### config.mk
export PLATFORM = sky130hd
export DESIGN_NAME = demux12_stream
export DESIGN_NICKNAME = d
export VERILOG_FILES = /design/src/rtl/demux12_stream.sv
export SDC_FILE = /design/constraint.sdc
export NUM_CORES = 1
export LEC_CHECK = 0
export ABC_AREA = 1
export CORE_ASPECT_RATIO = 1.75
export CORE_MARGIN = 2
export CORE_UTILIZATION = 46
export CTS_CLUSTER_DIAMETER = 60
export DETAILED_ROUTE_END_ITERATION = 7
export GPL_ROUTABILITY_DRIVEN = 0
export PLACE_DENSITY = 0.84
export RECOVER_POWER = 100
export SLEW_MARGIN = 25
export SYNTH_ARGS = -nofsm -noshare
export SYNTH_HDL_FRONTEND = slang
export SYNTH_SLANG_ARGS = --single-unit
### constraint.sdc
create_clock -name clk -period 2.63 [get_ports clk]
set_clock_uncertainty 0.15 [all_clocks]
set_input_delay 0.263 -clock clk [delete_from_list [all_inputs] [get_ports clk]]
set_output_delay 0.263 -clock clk [all_outputs]
set_load 0.05 [all_outputs]
### src/rtl/demux12_stream.sv
// demux12_stream: registered 1-to-2 valid/ready stream demultiplexer; the packet destination is locked on the first beat.
// Optional packet counters and sticky sel_err are present only when DEMUX12_STATS_EN is defined.
module demux12_stream #(
    parameter int WIDTH = 64
) (
    input  logic             clk,
    input  logic             rst,
`ifdef DEMUX12_STATS_EN
    output logic [15:0]      pkt_cnt_a,
    output logic [15:0]      pkt_cnt_b,
    output logic [0:0]       sel_err,
`endif
    input  logic             in_valid,
    output logic             in_ready,
    input  logic             in_sel,
    input  logic [WIDTH-1:0] in_data,
    input  logic             in_last,
    output logic             a_valid,
    input  logic             a_ready,
    output logic [WIDTH-1:0] a_data,
    output logic             a_last,
    output logic             b_valid,
    input  logic             b_ready,
    output logic [WIDTH-1:0] b_data,
    output logic             b_last
);

    typedef enum logic [1:0] {
        IDLE   = 2'd0,
        LOCK_A = 2'd1,
        LOCK_B = 2'd2
    } state_t;

    state_t state;
    logic   dest;
    logic   a_free;
    logic   b_free;
    logic   accept;

    // In IDLE the beat chooses its own sink; mid-packet the lock wins and in_sel is ignored.
    always_comb begin
        // NOTE: default assignment first so every path drives dest and no latch is inferred.
        dest = in_sel;
        if (state == LOCK_A) begin
            dest = 1'b0;
        end else if (state == LOCK_B) begin
            dest = 1'b1;
        end
    end

    assign a_free   = !a_valid || a_ready;
    assign b_free   = !b_valid || b_ready;
    assign in_ready = dest ? b_free : a_free;
    assign accept   = in_valid && in_ready;

    always_ff @(posedge clk) begin
        if (rst) begin
            // NOTE: non-blocking assignments for all registered state so every flop samples pre-edge values.
            state   <= IDLE;
            a_valid <= 1'b0;
            a_data  <= '0;
            a_last  <= 1'b0;
            b_valid <= 1'b0;
            b_data  <= '0;
            b_last  <= 1'b0;
        end else begin
            if (accept) begin
                case (state)
                    IDLE: begin
                        if (!in_last) begin
                            state <= in_sel ? LOCK_B : LOCK_A;
                        end
                    end
                    default: begin
                        if (in_last) begin
                            state <= IDLE;
                        end
                    end
                endcase
            end

            // A refill takes priority over a drain so a slot can stream one word per cycle.
            if (accept && !dest) begin
                a_valid <= 1'b1;
                a_data  <= in_data;
                a_last  <= in_last;
            end else if (a_ready) begin
                a_valid <= 1'b0;
            end

            if (accept && dest) begin
                b_valid <= 1'b1;
                b_data  <= in_data;
                b_last  <= in_last;
            end else if (b_ready) begin
                b_valid <= 1'b0;
            end
        end
    end

`ifdef DEMUX12_STATS_EN
    always_ff @(posedge clk) begin
        if (rst) begin
            pkt_cnt_a <= '0;
            pkt_cnt_b <= '0;
            sel_err   <= 1'b0;
        end else begin
            if (a_valid && a_ready && a_last) begin
                pkt_cnt_a <= pkt_cnt_a + 16'd1;
            end
            if (b_valid && b_ready && b_last) begin
                pkt_cnt_b <= pkt_cnt_b + 16'd1;
            end
            if (accept && (state != IDLE) && (in_sel != dest)) begin
                sel_err <= 1'b1;
            end
        end
    end
`endif

endmodule

==> reports/metrics.csv <==
stage,metric,value,unit
worst_hold_path,hp-class,register to register,
sta,tightest_slew,0.819,ns
drt,firstDrtPassIters,4,
worst_setup_path,timing.critical_path.to_type,primary output,
sta,finalHoldViolCount,0,
sta,finalWorstSetupSlack,0.565,ns
drt,top_layer_used,met4,
global_routing,grtUsageTotal,24.0,%
cts,cts.path.max_buffers,2,
floorplan,die-area,11500,µm²
outcome,status,finished clean,
worst_setup_path,max_stage_delay,0.91,ns
drt,vias,4632,
sta,maxSlewHeadroom,45.4,%
worst_setup_path,crit_cells,1,
synthesis,synth_cell_types,17,
drt,via_per_inst,4.99,
worst_setup_path,crit_type,register to primary output,
drt,wl,13300,µm
cts,clk_pin_slew_worst_paths,0.06,ns
floorplan,rows,49,
synthesis,syn_area_per_cell,8.14,µm²
sta,drv_slew,0,
worst_setup_path,cp-start-kind,register,
placement,portBuffers,203,
floorplan,die_y,140,µm
cts,cts_resized,0,
sta,finalCritPeriodShare,78.5,%
worst_setup_path,rr_worst_depth,7,
worst_setup_path,startpoint,a_data[31],
layout,post-route-util,72.7,%
floorplan,ios,204,
layout,drive_gt1_share,5.12,%
sta,setup_violations,0,
drt,initialDrtViolationCount,212,
cts,clk_latency,0.40,ns
synthesis,synthCells,600,
worst_setup_path,slowest_stage,dlygate4sd3_1,
cts,cts_buffers,17,
floorplan,start_util,47.4,%
run,max_cap_violations,0,
worst_setup_path,cp_data_arrival_time,1.65,ns
cts,post_cts_buffers,0,
worst_setup_path,cp_top_family,buffers and inverters,
worst_setup_path,r2r-start,state[1],
worst_setup_path,crit_buf_inv,1,
synthesis,ys_ff_latch,134,
worst_setup_path,worstSetupEndpoint,a_data[31],
cts,h-tree-depth,4,
placement,place_hpwl,9480,µm
pwr,p_per_area,803,nW/µm²
sta,fmax,0.484,GHz
drt,drc_errors,0,
worst_setup_path,required,2.22,ns
drt,wl_per_cell,14.3,µm
drt,m1WireLength,4800,µm
cts,clockRootBuffer,clkbuf_16,
worst_setup_path,path_max_fanout,2,
floorplan,die_w,81.9,µm
global_routing,antenna_found_initial,0,
global_routing,grt_pass1_wl,21400,µm
worst_setup_path,reg2reg_slack,0.63,ns
synthesis,syn-num-nets,671,
cts,cts.sinks,134,
sta,rsz0062_at_grt,false,
layout,nNetsFinal,859,
synthesis,syn_area,4880,µm²
global_routing,grt_pass1_vias,4539,
floorplan,core_area,10300,µm²
drt,dr_wl_met2,7160,µm
synthesis,yosysWarnings,0,
global_routing,grt_overflow_total,0,
worst_setup_path,r2r-end,a_data[5],
sta,fin_crit,2.07,ns
cts,hold_buffers,0,
drt,dr_wl_met3,805,µm
drt,antenna_left,0,
placement,preCtsSetupSlack,0.443,ns
pwr,peakVddDrop,536,µV
layout,area_growth,53.3,%
layout,n_fill_cell,755,
layout,num_antenna_cells,0,
worst_setup_path,crit_chain,dlygate4sd3_1,
sta,fin_setup_tns,0,ns
synthesis,ys_seq_area_share,54.9,%
global_routing,grt_max_degree,96,
pwr,p_leak,3.17,nW
cts,cts_tree,built,
pwr,power,6.01,mW
-- final cells by class --
class	instances	area [µm²]	area share (%)
flip-flops and latches	134	2680	35.8
repair buffers	211	2120	28.3
multi-input cells	288	1450	19.4
inverters	136	510	6.82
clock buffers	21	460	6.15
well taps	127	159	2.12
clock inverters	11	101	1.35
-- report_power, final --
part	switching [mW]	total (mW)	internal, mW
sequential	0.0894	2.31	2.22
clock	0.871	2.22	1.35
combinational	1.03	1.48	0.455
total	1.99	6.01	4.03
-- synth_stat cells (all sizes together) --
cell type  instances  area [µm²]
inv              136         510
dfxtp            134        2680
a21oi            132         661
o21ai            130         651
buf               26         179
clkbuf            16        60.1
nand2             13        56.3
nand3              5        30.0
nor2               5        18.8
a31oi              1        6.26
nand3b             1        7.51
nand4              1        21.3
-- per-stage QoR --
| step | instance area (µm²) | instances | hold slack (ns) |
|---|---|---|---|
| 4_1_cts | 7510 | 928 | 0.292 |
| 2_1_floorplan | 4880 | 600 | 0.182 |
| 3_3_place_gp | 6950 | 896 | 0.279 |
| 5_1_grt | 7480 | 928 | 0.303 |
| 6_report | 7480 | 928 | 0.287 |
| 3_5_place_dp | 6950 | 896 | 0.284 |
-- worst min-delay path by stage --
stage                    start          to  slack (ns)  cells past startpoint
global route        b_data[37]  b_data[37]        0.30                      2
detailed placement  a_data[55]  a_data[55]        0.28                      2
finish              b_data[36]  b_data[36]        0.29                      2
floorplan                  rst     a_valid        0.18                      1
global placement    b_data[36]  b_data[36]        0.28                      2
CTS                 b_data[37]  b_data[37]        0.29                      2
-- kinds of logic (layout without fill, tap and decap cells) --
family                 Yosys count  in the layout  synth area share (%)
buffers and inverters          178            379                  15.3
and+or+nand+nor                 25             25                  2.74
DFF                            134            134                  54.9
AOI/OAI and AO/OA              263            263                  27.0
-- cell usage in the layout, fill, tap and decap left out, drive strengths merged --
cell type and instances:
nand3b 1, nand3 5, inv 137, clkinvlp 4
dfxtp 134, nand2 13, nand4 1, bufinv 1
nor2 5, clkbuf 25, buf 5, dlygate4sd3 132
clkinv 5, clkdlybuf4s50 70, o21ai 130, a21oi 132
a31oi 1
-- registers in the layout, summed over array words and instances, names as in the netlist --
signal,cells
a_data,64
a_last,1
a_valid,1
b_data,64
b_last,1
b_valid,1
state,2
-- per-layer routing --
| metal | track usage, % | up-vias |
|---|---|---|
| li1 | - | 2309 |
| met1 | 24.2 | 2112 |
| met2 | 42.6 | 168 |
| met3 | 7.54 | 43 |
| met4 | 12.5 | 0 |
| met5 | 0 | - |
Note: power is estimated with default switching activity, not from simulation.
